===== src/rtl/mem_arbiter.sv =====
// Two-port (instruction fetch / data memory) arbiter onto a single RAM port with ack timeout.
// Define MEM_ARBITER_RR_EN for round-robin on simultaneous requests; default is fixed ME-over-IF.
//
// state  | meaning
// IDLE   | no access in flight; requests sampled and arbitrated here
// ACCESS | command presented to RAM, waiting for ram_ack_i or timeout
// DONE   | single-cycle completion: owner's done pulse, read data, optional err_o
module mem_arbiter #(
    parameter int unsigned TIMEOUT_CYCLES = 256
) (
    input  logic        clk,
    input  logic        rst_n,

    input  logic        if_r_enable_i,
    input  logic [31:0] if_addr_i,
    output logic        if_busy_o,
    output logic        if_done_o,
    output logic [31:0] if_r_data_o,

    input  logic        me_r_enable_i,
    input  logic        me_w_enable_i,
    input  logic [31:0] me_addr_i,
    input  logic [31:0] me_w_data_i,
    input  logic [3:0]  me_w_mask_i,
    output logic        me_busy_o,
    output logic        me_done_o,
    output logic [31:0] me_r_data_o,

    output logic        ram_req_o,
    output logic        ram_we_o,
    output logic [31:0] ram_addr_o,
    output logic [31:0] ram_w_data_o,
    output logic [3:0]  ram_w_mask_o,
    input  logic        ram_ack_i,
    input  logic [31:0] ram_r_data_i,

    output logic        err_o
);

    typedef enum logic [1:0] {
        ST_IDLE   = 2'd0,
        ST_ACCESS = 2'd1,
        ST_DONE   = 2'd2
    } state_t;

    localparam logic        OWN_IF    = 1'b0;
    localparam logic        OWN_ME    = 1'b1;
    localparam logic [15:0] WAIT_LAST = 16'(TIMEOUT_CYCLES - 1);
    localparam logic [31:0] WORD_MASK = 32'hFFFF_FFFC;

    state_t      state;
    state_t      state_nxt;
    logic        owner;
    logic [15:0] wait_cnt;
    logic [31:0] rd_data_q;
    logic        timeout_q;
    logic        ram_we_q;
    logic [31:0] ram_addr_q;
    logic [31:0] ram_w_data_q;
    logic [3:0]  ram_w_mask_q;

    logic        if_req;
    logic        me_req;
    logic        grant;
    logic        grant_me;
    logic        wait_expired;

    assign if_req       = if_r_enable_i;
    assign me_req       = me_r_enable_i | me_w_enable_i;
    assign grant        = (state == ST_IDLE) && (if_req || me_req);
    assign wait_expired = (wait_cnt == WAIT_LAST);

`ifdef MEM_ARBITER_RR_EN
    logic last_me;

    // On contention the port that did not win last time is served.
    assign grant_me = me_req && (!if_req || !last_me);

    always_ff @(posedge clk or negedge rst_n) begin
        if (!rst_n) begin
            last_me <= OWN_IF;
        end else if (grant) begin
            last_me <= grant_me;
        end
    end
`else
    assign grant_me = me_req;
`endif

    always_ff @(posedge clk or negedge rst_n) begin
        if (!rst_n) begin
            state <= ST_IDLE;
        end else begin
            state <= state_nxt;
        end
    end

    always_comb begin
        state_nxt = state;
        unique case (state)
            ST_IDLE: begin
                if (if_req || me_req) begin
                    state_nxt = ST_ACCESS;
                end
            end
            ST_ACCESS: begin
                if (ram_ack_i || wait_expired) begin
                    state_nxt = ST_DONE;
                end
            end
            ST_DONE: begin
                state_nxt = ST_IDLE;
            end
            default: begin
                state_nxt = ST_IDLE;
            end
        endcase
    end

    // Command fields are latched at grant so requesters may move on during ACCESS.
    always_ff @(posedge clk or negedge rst_n) begin
        if (!rst_n) begin
            owner        <= OWN_ME;
            wait_cnt     <= '0;
            rd_data_q    <= '0;
            timeout_q    <= 1'b0;
            ram_we_q     <= 1'b0;
            ram_addr_q   <= '0;
            ram_w_data_q <= '0;
            ram_w_mask_q <= '0;
        end else if (grant) begin
            owner     <= grant_me;
            wait_cnt  <= '0;
            timeout_q <= 1'b0;
            if (grant_me && me_w_enable_i) begin
                ram_we_q     <= 1'b1;
                ram_addr_q   <= me_addr_i;
                ram_w_data_q <= me_w_data_i;
                ram_w_mask_q <= me_w_mask_i;
            end else if (grant_me) begin
                ram_we_q     <= 1'b0;
                ram_addr_q   <= me_addr_i & WORD_MASK;
                ram_w_data_q <= '0;
                ram_w_mask_q <= '0;
            end else begin
                ram_we_q     <= 1'b0;
                ram_addr_q   <= if_addr_i & WORD_MASK;
                ram_w_data_q <= '0;
                ram_w_mask_q <= '0;
            end
        end else if (state == ST_ACCESS) begin
            // Ack takes precedence over an expiring wait in the same cycle.
            if (ram_ack_i) begin
                rd_data_q <= ram_r_data_i;
            end else if (wait_expired) begin
                rd_data_q <= '0;
                timeout_q <= 1'b1;
            end else begin
                wait_cnt <= wait_cnt + 16'd1;
            end
        end
    end

    always_comb begin
        ram_req_o    = (state == ST_ACCESS);
        ram_we_o     = ram_we_q;
        ram_addr_o   = ram_addr_q;
        ram_w_data_o = ram_w_data_q;
        ram_w_mask_o = ram_w_mask_q;
        if_busy_o    = (state != ST_IDLE);
        me_busy_o    = (state != ST_IDLE);
        if_done_o    = (state == ST_DONE) && (owner == OWN_IF);
        me_done_o    = (state == ST_DONE) && (owner == OWN_ME);
        if_r_data_o  = '0;
        me_r_data_o  = '0;
        err_o        = (state == ST_DONE) && timeout_q;
        if (state == ST_DONE) begin
            if (owner == OWN_ME) begin
                me_r_data_o = rd_data_q;
            end else begin
                if_r_data_o = rd_data_q;
            end
        end
    end

endmodule


===== config.mk =====
export PLATFORM = sky130hd
export DESIGN_NAME = mem_arbiter
export DESIGN_NICKNAME = d
export VERILOG_FILES = /design/src/rtl/mem_arbiter.sv
export SDC_FILE = /design/constraint.sdc
export NUM_CORES = 1
export LEC_CHECK = 0
export ABC_AREA = 0
export CORE_MARGIN = 3
export CORE_UTILIZATION = 30
export CTS_BUF_LIST = sky130_fd_sc_hd__clkbuf_4 sky130_fd_sc_hd__clkbuf_8
export DETAILED_ROUTE_END_ITERATION = 6
export SLEW_MARGIN = 20
export SYNTH_ARGS = -nofsm -noshare
export SYNTH_HDL_FRONTEND = slang
export SYNTH_SLANG_ARGS = --single-unit
export TNS_END_PERCENT = 30

===== constraint.sdc =====
create_clock -name clk -period 3.6 [get_ports clk]
set_input_delay 0.36 -clock clk [delete_from_list [all_inputs] [get_ports clk]]
set_output_delay 0.36 -clock clk [all_outputs]
set_load 0.02 [all_outputs]

==> impl_metrics.json, run 1 <==
{
  "path_clk_slew_ps": 80,
  "whs_ps": 20.9,
  "min_period_ps": 2990,
  "cp.arrival_ps": 2630,
  "start_util_pct": 31.3,
  "ys_warn_count": 0,
  "drt_iter0_drc": 175,
  "io_pins": 277,
  "yosysTopAreaCell": "dfrtp_1",
  "post_cts_buffers": 0,
  "ys_seq_area_share_pct": 55.0,
  "io_buffers": 274,
  "yosysMostFrequentCell": "nand2_1",
  "peakVddDrop_mv": 0.418,
  "synth_edf_count": 0,
  "die_w_um": 141,
  "cp_max_fo": 33,
  "startpoint_type": "register",
  "vias": 4955,
  "core_area_um2": 17600,
  "synthTopCellsByArea": "dfrtp_1, nand2_1, and2_1, mux2i_1, a22o_1",
  "skew_ps": 11.3,
  "netlist_instances": 557,
  "rr_endpoint": "wait_cnt[15]$_DFFE_PN0P_",
  "cts_buffer_depth": 2,
  "synth_top_family_by_area": "simple AND/OR/NAND/NOR gates",
  "wire_per_inst_um": 16.0,
  "layout.nets": 956,
  "drc": 0,
  "cts-buffers-inserted": 17,
  "crit_required_ps": 3240,
  "seqCellArea_um2": 3030,
  "yosys-top-cells-count": "nand2_1, dfrtp_1, and2_1, nand3_1",
  "rows": 48,
  "synthesis.nets": 696,
  "multi_input_area_um2": 2330,
  "firstDrtPassIters": 4,
  "antenna_cells": 0,
  "wirelength_um": 16900,
  "setup_viol": 0,
  "gp_congestion": 0.861,
  "cts_resized": 0,
  "status": "complete, no violations",
  "ys.flop_type": "dfrtp_1",
  "leakagePower_nw": 3.91,
  "final.period_utilization_pct": 83.0,
  "area_growth_pct": 62.9,
  "slew_headroom_pct": 41.7,
  "synth_cell_types": 42,
  "netlist_area_um2": 5500,
  "synth-xor-area-share_pct": 0.318,
  "synth_top_area_share_pct": 54.6,
  "die-area_um2": 20000,
  "hold_buffers": 0,
  "max_freq_mhz": 335,
  "avgViaCountPerCell": 4.70,
  "grt_usage_pct": 16.9,
  "endpoint_kind": "output port",
  "hold_viol": 0,
  "powerDensity_nw_per_um2": 714,
  "htreeDepth": 4,
  "timing.rr.start": "state[1]$_DFFE_PN0P_",
  "root_buffer": "clkbuf_8",
  "tns_ps": 0,
  "ff2ff_path_depth": 4,
  "yosys.area_share.simple_pct": 24.3,
  "synth_fa_ha_area_share_pct": 0.227,
  "grt_first_pass_wirelength_um": 26800,
  "clk_latency_ps": 440,
  "layout-drive-gt1-share_pct": 6.14,
  "tightest_slew_ps": 874,
  "synth-compound-area-share_pct": 10.8,
  "r2r_slack_ps": 1170,
  "synthArstFlopShare_pct": 100,
  "hp-class": "in -> async",
  "overflow": 0,
  "crit_type": "reg -> out",
  "grt_max_degree": 75,
  "dp_hpwl_um": 12300,
  "ant_nets": 0,
  "chipHeight_um": 141,
  "cap_violations": 0,
  "synthMuxAreaShare_pct": 6.18,
  "cts_tree": "done",
  "grt_pass1_vias": 5078,
  "rsz0062_at_grt": "no",
  "nFillCells": 1614,
  "clock_sink_count": 121,
  "slew_viol_final": 0,
  "synth_seq_cells": 121,
  "antenna_found_initial": 0,
  "syn_area_per_cell_um2": 9.88
}
## how the worst max path moves through the flow
stage                     slack [ps]                  from                        to
after floorplan                 1380  state[1]$_DFFE_PN0P_  wait_cnt[13]$_DFFE_PN0P_
after global placement           830             ram_ack_i  wait_cnt[13]$_DFFE_PN0P_
after detailed placement         820             ram_ack_i  wait_cnt[13]$_DFFE_PN0P_
after CTS                        550     owner$_DFFE_PN1P_           me_r_data_o[22]
after global routing             360     owner$_DFFE_PN1P_           me_r_data_o[28]
final                            610     owner$_DFFE_PN1P_           me_r_data_o[23]
## critical path: stages (launching register included)
cell and delay [ps]:
dfstp_2 580, and3b_1 750, and2_1 230, clkdlybuf4s50_1 610
## cell families after synthesis
kind of cell               count (synthesis)
and+or+nand+nor                          268
buffers and inverters                     45
AOI/OAI and AO/OA                         86
xor gates and xnor gates                   2
muxes                                     34
adders and majority gates                  1
DFF                                      121
## through the flow
stage | utilization (%) | power (W) | instances | instance area [um2] | worst slack, ps
CTS | 50.9 | 0.00651 | 1055 | 8960 | 554
global placement | 48.2 | 0.00495 | 1023 | 8490 | 827
global route | 50.9 | 0.00683 | 1055 | 8960 | 362
finish | 50.9 | 0.00640 | 1055 | 8960 | 613
floorplan | - | 0.00362 | 557 | 5500 | 1380
detailed placement | 48.2 | 0.00502 | 1023 | 8490 | 821
## cells in the final DEF (no fill, tap or decap), drive strengths merged, types with 3 or more instances in the layout
| cell type | n |
|---|---|
| clkinvlp | 5 |
| clkdlybuf4s50 | 273 |
| nor2 | 5 |
| o31ai | 5 |
| a21oi | 6 |
| nor4 | 5 |
| or4 | 5 |
| nand4 | 4 |
| a22o | 32 |
| nand2 | 121 |
| nand3 | 44 |
| o211ai | 3 |
| buf | 10 |
| dfrtp | 120 |
| nor3b | 3 |
| and2 | 66 |
| o21ai | 34 |
| inv | 3 |
| clkbuf | 21 |
| mux2i | 34 |
| bufinv | 5 |
## sequential cells by signal (all words and copies together) (netlist names)
name	count
ram_addr_o	32
ram_w_data_o	32
rd_data_q	32
wait_cnt	16
ram_w_mask_o	4
state	2
owner	1
ram_we_o	1
timeout_q	1
## final cells by class
cell class              instances  share of cell area, %
clock inverters                11                   2.15
well taps                     225                   3.14
flip-flops and latches        121                   33.8
repair buffers                283                   31.6
clock buffers                  21                   3.15
multi-input cells             391                   26.0
inverters                       3                  0.126
## power breakdown
group          leakage (nW)  internal (W)  total, W  switching (W)
registers              1.54       0.00190   0.00224       0.000341
logic                  2.14       0.00124   0.00272        0.00147
clock network         0.224      0.000886   0.00145       0.000563
## layer usage
layer	vias up	global-route usage, %	wire (um)
met3	17	7.68	1750
met4	0	4.90	191
met2	201	28.0	8160
met5	-	0	0
li1	2437	-	-
met1	2300	19.8	6780
No activity file was read; power rests on OpenSTA's default activity.
==> inputs of run 2 (changes only) <==
==> constraint.sdc (replaced) <==
create_clock -name clk -period 3.1 [get_ports clk]
set_input_delay 0.31 -clock clk [delete_from_list [all_inputs] [get_ports clk]]
set_output_delay 0.31 -clock clk [all_outputs]
set_load 0.02 [all_outputs]
==> impl_metrics.json, run 2 (synthesis results as in run 1) <==
{
  "crit_buf_inv": 2,
  "timing.rr.start": "state[1]$_DFFE_PN0P_",
  "slew_viol_final": 0,
  "path_cells": "and3b_1 -> buf_4 -> and2_1 -> clkdlybuf4s50_1",
  "dp_hpwl_um": 12400,
  "post_cts_buffers": 0,
  "rows": 48,
  "final.period_utilization_pct": 82.0,
  "root_buffer": "clkbuf_8",
  "grt_max_degree": 75,
  "leakagePower_nw": 3.93,
  "htreeDepth": 4,
  "die_w_um": 141,
  "r2r_slack_ps": 850,
  "slew_headroom_pct": 36.7,
  "path_delay_family": "buffers and inverters",
  "drc": 0,
  "path_clk_slew_ps": 80,
  "vias": 5045,
  "tightest_slew_ps": 949,
  "tns_ps": 0,
  "rsz0062_at_grt": "no",
  "core_area_um2": 17600,
  "cts_buffer_depth": 2,
  "endpoint_kind": "output port",
  "grt_first_pass_wirelength_um": 27000,
  "startpoint_type": "register",
  "clk_latency_ps": 430,
  "area_growth_pct": 63.3,
  "layout.cells.most_common": "clkdlybuf4s50_1",
  "cp_max_fo": 33,
  "hold_viol": 0,
  "status": "complete, no violations",
  "peakVddDrop_mv": 0.436,
  "drt_iter0_drc": 155,
  "rr_endpoint": "wait_cnt[13]$_DFFE_PN0P_",
  "ant_nets": 0,
  "hold_buffers": 0,
  "ff2ff_path_depth": 4,
  "antenna_found_initial": 0,
  "overflow": 0,
  "cp.arrival_ps": 2230,
  "io_pins": 277,
  "avgViaCountPerCell": 4.77,
  "layout-drive-gt1-share_pct": 6.36,
  "crit_type": "reg -> out",
  "clock_sink_count": 121,
  "cts_resized": 0,
  "wirelength_um": 16700,
  "final_util_pct": 51.1,
  "chipHeight_um": 141,
  "gp_congestion": 0.822,
  "max_freq_mhz": 393,
  "skew_ps": 9.07,
  "die-area_um2": 20000,
  "grt_pass1_vias": 4980,
  "cap_violations": 0,
  "crit_required_ps": 2790,
  "powerDensity_nw_per_um2": 825,
  "layout.nets": 960,
  "start_util_pct": 31.3,
  "setup_viol": 0,
  "grt_usage_pct": 16.9,
  "min_period_ps": 2540,
  "antenna_cells": 0,
  "final_cell_mix": "clkdlybuf4s50_1, nand2_1, dfrtp_1",
  "io_buffers": 274,
  "crit_slowest_cell": "clkdlybuf4s50_1",
  "wire_per_inst_um": 15.8,
  "cts-buffers-inserted": 17,
  "firstDrtPassIters": 6,
  "cpPeakStageDelay_ps": 610,
  "cts_tree": "done",
  "hp-class": "in -> async"
}
[run 2: metal layers]
| metal | wire [um] | part of all wire (%) | global-route usage [%] | vias to the layer above |
|---|---|---|---|---|
| met3 | 1820 | 11 | 7.79 | 21 |
| met1 | 6740 | 40 | 20.1 | 2364 |
| met2 | 7910 | 47 | 27.3 | 212 |
| met5 | 0 | 0 | 0 | - |
| li1 | - | - | - | 2448 |
| met4 | 237 | 1.4 | 5.40 | 0 |
[run 2: final cells by class]
cell class                      count  area (um2)
Clock buffer                       19         262
Clock inverter                     12         196
Fill cell                        1598        8610
Inverter                            3        11.3
Multi-Input combinational cell    391        2330
Sequential cell                   121        3030
Tap cell                          225         282
Timing Repair Buffer              287        2880
[run 2: metrics by stage]
step,area (um2),instances,setup WS (ps),hold slack [ps],total power (W)
global placement,8530,1027,562,450,0.00578
floorplan,5500,557,880,14.4,0.00421
finish,8990,1058,558,14.3,0.00742
global route,8990,1058,438,56.3,0.00792
detailed placement,8530,1027,545,458,0.00586
CTS,8990,1058,509,31.7,0.00754
[run 2: how the worst max path moves through the flow]
| stage | cells after the start | to | from | slack (ps) |
|---|---|---|---|---|
| 6_report | 4 | me_r_data_o[23] | owner$_DFFE_PN1P_ | 560 |
| 5_1_grt | 4 | if_r_data_o[30] | state[1]$_DFFE_PN0P_ | 440 |
| 4_1_cts | 4 | me_r_data_o[23] | owner$_DFFE_PN1P_ | 510 |
| 3_5_place_dp | 5 | wait_cnt[13]$_DFFE_PN0P_ | ram_ack_i | 550 |
| 3_3_place_gp | 5 | wait_cnt[15]$_DFFE_PN0P_ | ram_ack_i | 560 |
| 2_1_floorplan | 6 | wait_cnt[13]$_DFFE_PN0P_ | state[1]$_DFFE_PN0P_ | 880 |
[run 2: power breakdown]
part           internal (W)  switching, W
Combinational       0.00147       0.00172
Clock              0.000994      0.000631
Sequential          0.00220      0.000400
Total               0.00466       0.00275
==> inputs of run 3 (changes only) <==
--- a/config.mk
+++ b/config.mk
@@ -10,6 +10,7 @@
 export CORE_UTILIZATION = 30
 export CTS_BUF_LIST = sky130_fd_sc_hd__clkbuf_4 sky130_fd_sc_hd__clkbuf_8
 export DETAILED_ROUTE_END_ITERATION = 6
+export PLACE_DENSITY = 0.65
 export SLEW_MARGIN = 20
 export SYNTH_ARGS = -nofsm -noshare
 export SYNTH_HDL_FRONTEND = slang
==> constraint.sdc (replaced) <==
create_clock -name clk -period 2.3 [get_ports clk]
set_input_delay 0.23 -clock clk [delete_from_list [all_inputs] [get_ports clk]]
set_output_delay 0.23 -clock clk [all_outputs]
set_load 0.02 [all_outputs]
==> impl_metrics.json, run 3 (synthesis results as in run 1) <==
{
  "status": "complete, no violations",
  "gp_congestion": 0.820,
  "p_clk_share_pct": 18.9,
  "max_freq_mhz": 467,
  "clock_sink_count": 121,
  "endpoint_kind": "output port",
  "cp_max_fo": 33,
  "combPwrFrac_pct": 45.4,
  "slew_viol_final": 0,
  "dpl_worst_slack_ps": -54.5,
  "overflow": 0,
  "die-area_um2": 20000,
  "htreeDepth": 4,
  "die_w_um": 141,
  "start_util_pct": 31.3,
  "core_area_um2": 17600,
  "nFillCells": 1669,
  "setup_viol": 0,
  "layout.cells.most_common": "clkdlybuf4s50_1",
  "grt_first_pass_wirelength_um": 26400,
  "final_util_pct": 51.0,
  "antenna_cells": 0,
  "wire_per_inst_um": 15.7,
  "hold_viol": 0,
  "cts_tree": "done",
  "dp_hpwl_um": 12300,
  "chipHeight_um": 141,
  "final_cell_mix": "clkdlybuf4s50_1, nand2_1, dfrtp_1",
  "seqCellArea_um2": 3030,
  "grt_usage_pct": 16.6,
  "finalWorstSetupSlack_ps": 160,
  "path_clk_slew_ps": 60,
  "multi_input_area_um2": 2330,
  "layoutNonFillerInstCount": 1071,
  "area_growth_pct": 63.1,
  "drt_iter0_drc": 181,
  "clk_latency_ps": 430,
  "powerDensity_nw_per_um2": 1090,
  "grt_max_degree": 48,
  "switching_share_pct": 37.9,
  "grt_pass1_vias": 4889,
  "dpl_cell_area_um2": 8640,
  "cap_violations": 0,
  "slew_headroom_pct": 57.2,
  "cts-buffers-inserted": 17,
  "firstDrtPassIters": 4,
  "crit_required_ps": 2070,
  "ant_nets": 0,
  "wirelength_um": 16800,
  "layout-drive-gt1-share_pct": 7.80,
  "rows": 48,
  "hp-class": "in -> async",
  "antenna_found_initial": 1,
  "p_int_w": 0.00605,
  "crit_type": "reg -> out",
  "fin_area_um2": 8980,
  "io_buffers": 274,
  "startpoint_type": "register",
  "cp.arrival_ps": 1910,
  "path_cells": "and3b_1 -> buf_12 -> and2_1 -> dlygate4sd2_1",
  "leakagePower_nw": 4.29,
  "avgViaCountPerCell": 4.62,
  "whs_ps": 349,
  "min_period_ps": 2140,
  "rsz0062_at_grt": "no",
  "io_pins": 277,
  "drc": 0,
  "root_buffer": "clkbuf_8",
  "sequentialPowerShare_pct": 35.7,
  "peakVddDrop_mv": 0.546,
  "final.period_utilization_pct": 93.0,
  "cts_buffer_depth": 2,
  "tightest_slew_ps": 642,
  "cpPeakStageDelay_ps": 590,
  "crit_slowest_cell": "dfstp_2",
  "skew_ps": 8.06,
  "vias": 4943,
  "layout.nets": 973,
  "p_sw_w": 0.00370,
  "placed_cells": 1035
}
==> run 3: cell types whose count changed in the layout (fill, tap and decap cells not counted), sizes merged <==
cell,change
inv,-1
bufinv,-3
buf,+12
clkdlybuf4s50,-66
dlygate4sd2,+66
dlygate4sd3,+1
clkbuf,+3
clkinvlp,-1
clkinv,+2
==> run 3: final timing paths <==
check | start | end | slack (ps) | cells after the start
worst max-delay path | owner$_DFFE_PN1P_ | me_r_data_o[14] | 160 | 4
worst min-delay path | rst_n | rd_data_q[10]$_DFFE_PN0P_ | 350 | 2
worst max register to register | state[1]$_DFFE_PN0P_ | wait_cnt[11]$_DFFE_PN0P_ | 200 | 5
worst min register to register | ram_w_mask_o[0]$_DFFE_PN0P_ | ram_w_mask_o[0]$_DFFE_PN0P_ | 460 | 2
max in group asynchronous | rst_n | owner$_DFFE_PN1P_ | 1230 | 3
min in group clk | me_w_data_i[12] | ram_w_data_o[12]$_DFFE_PN0P_ | 350 | 3
==> run 3: final cells by class <==
class                      count  share of cell area (%)
clock inverter                 9                    1.12
timing repair buffer         300                    32.8
tap                          225                    3.14
sequential                   121                    33.7
inverter                       3                   0.125
multi-input combinational    391                    26.0
clock buffer                  22                    3.09
==> run 3: timing repair <==
action                                 4_1_cts  5_1_grt
buffers inserted                             0        4
hold buffers                                 1        0
resized for setup                           66        0
cloned                                       0        0
pin swaps                                    0        1
endpoints found under the hold margin       39        0
setup endpoints to repair                   66        2
==> run 3: worst max-delay path, delay by kind of cell, from the launching register on <==
| kind | cells | cell delay (ps) |
|---|---|---|
| and+or+nand+nor | 2 | 380 |
| DFF | 1 | 590 |
| buffers and inverters | 2 | 500 |
==> run 3: power groups by stage <==
stage | logic [W] | clock network (W) | registers, W
2_1_floorplan | 0.00162 | 0 | 0.00405
3_3_place_gp | 0.00447 | 0 | 0.00349
3_5_place_dp | 0.00451 | 0 | 0.00351
4_1_cts | 0.00445 | 0.00192 | 0.00349
5_1_grt | 0.00481 | 0.00202 | 0.00360
6_report | 0.00443 | 0.00184 | 0.00348
==> run 3: per-layer routing <==
layer  GRT usage [%]  part of all wire, %  vias to the layer above
met5               0                0.077                        -
met4            6.16                  1.9                        2
met1            20.6                   43                     2230
met3            6.30                  9.2                       27
li1                -                    -                     2477
met2            26.6                   46                      207
==> run 3: stage by stage <==
stage / setup TNS [ps] / power, W
floorplan: 0 / 0.00567
global placement: -24.9 / 0.00796
detailed placement: -123 / 0.00802
CTS: 0 / 0.00986
global route: 0 / 0.0104
finish: 0 / 0.00975
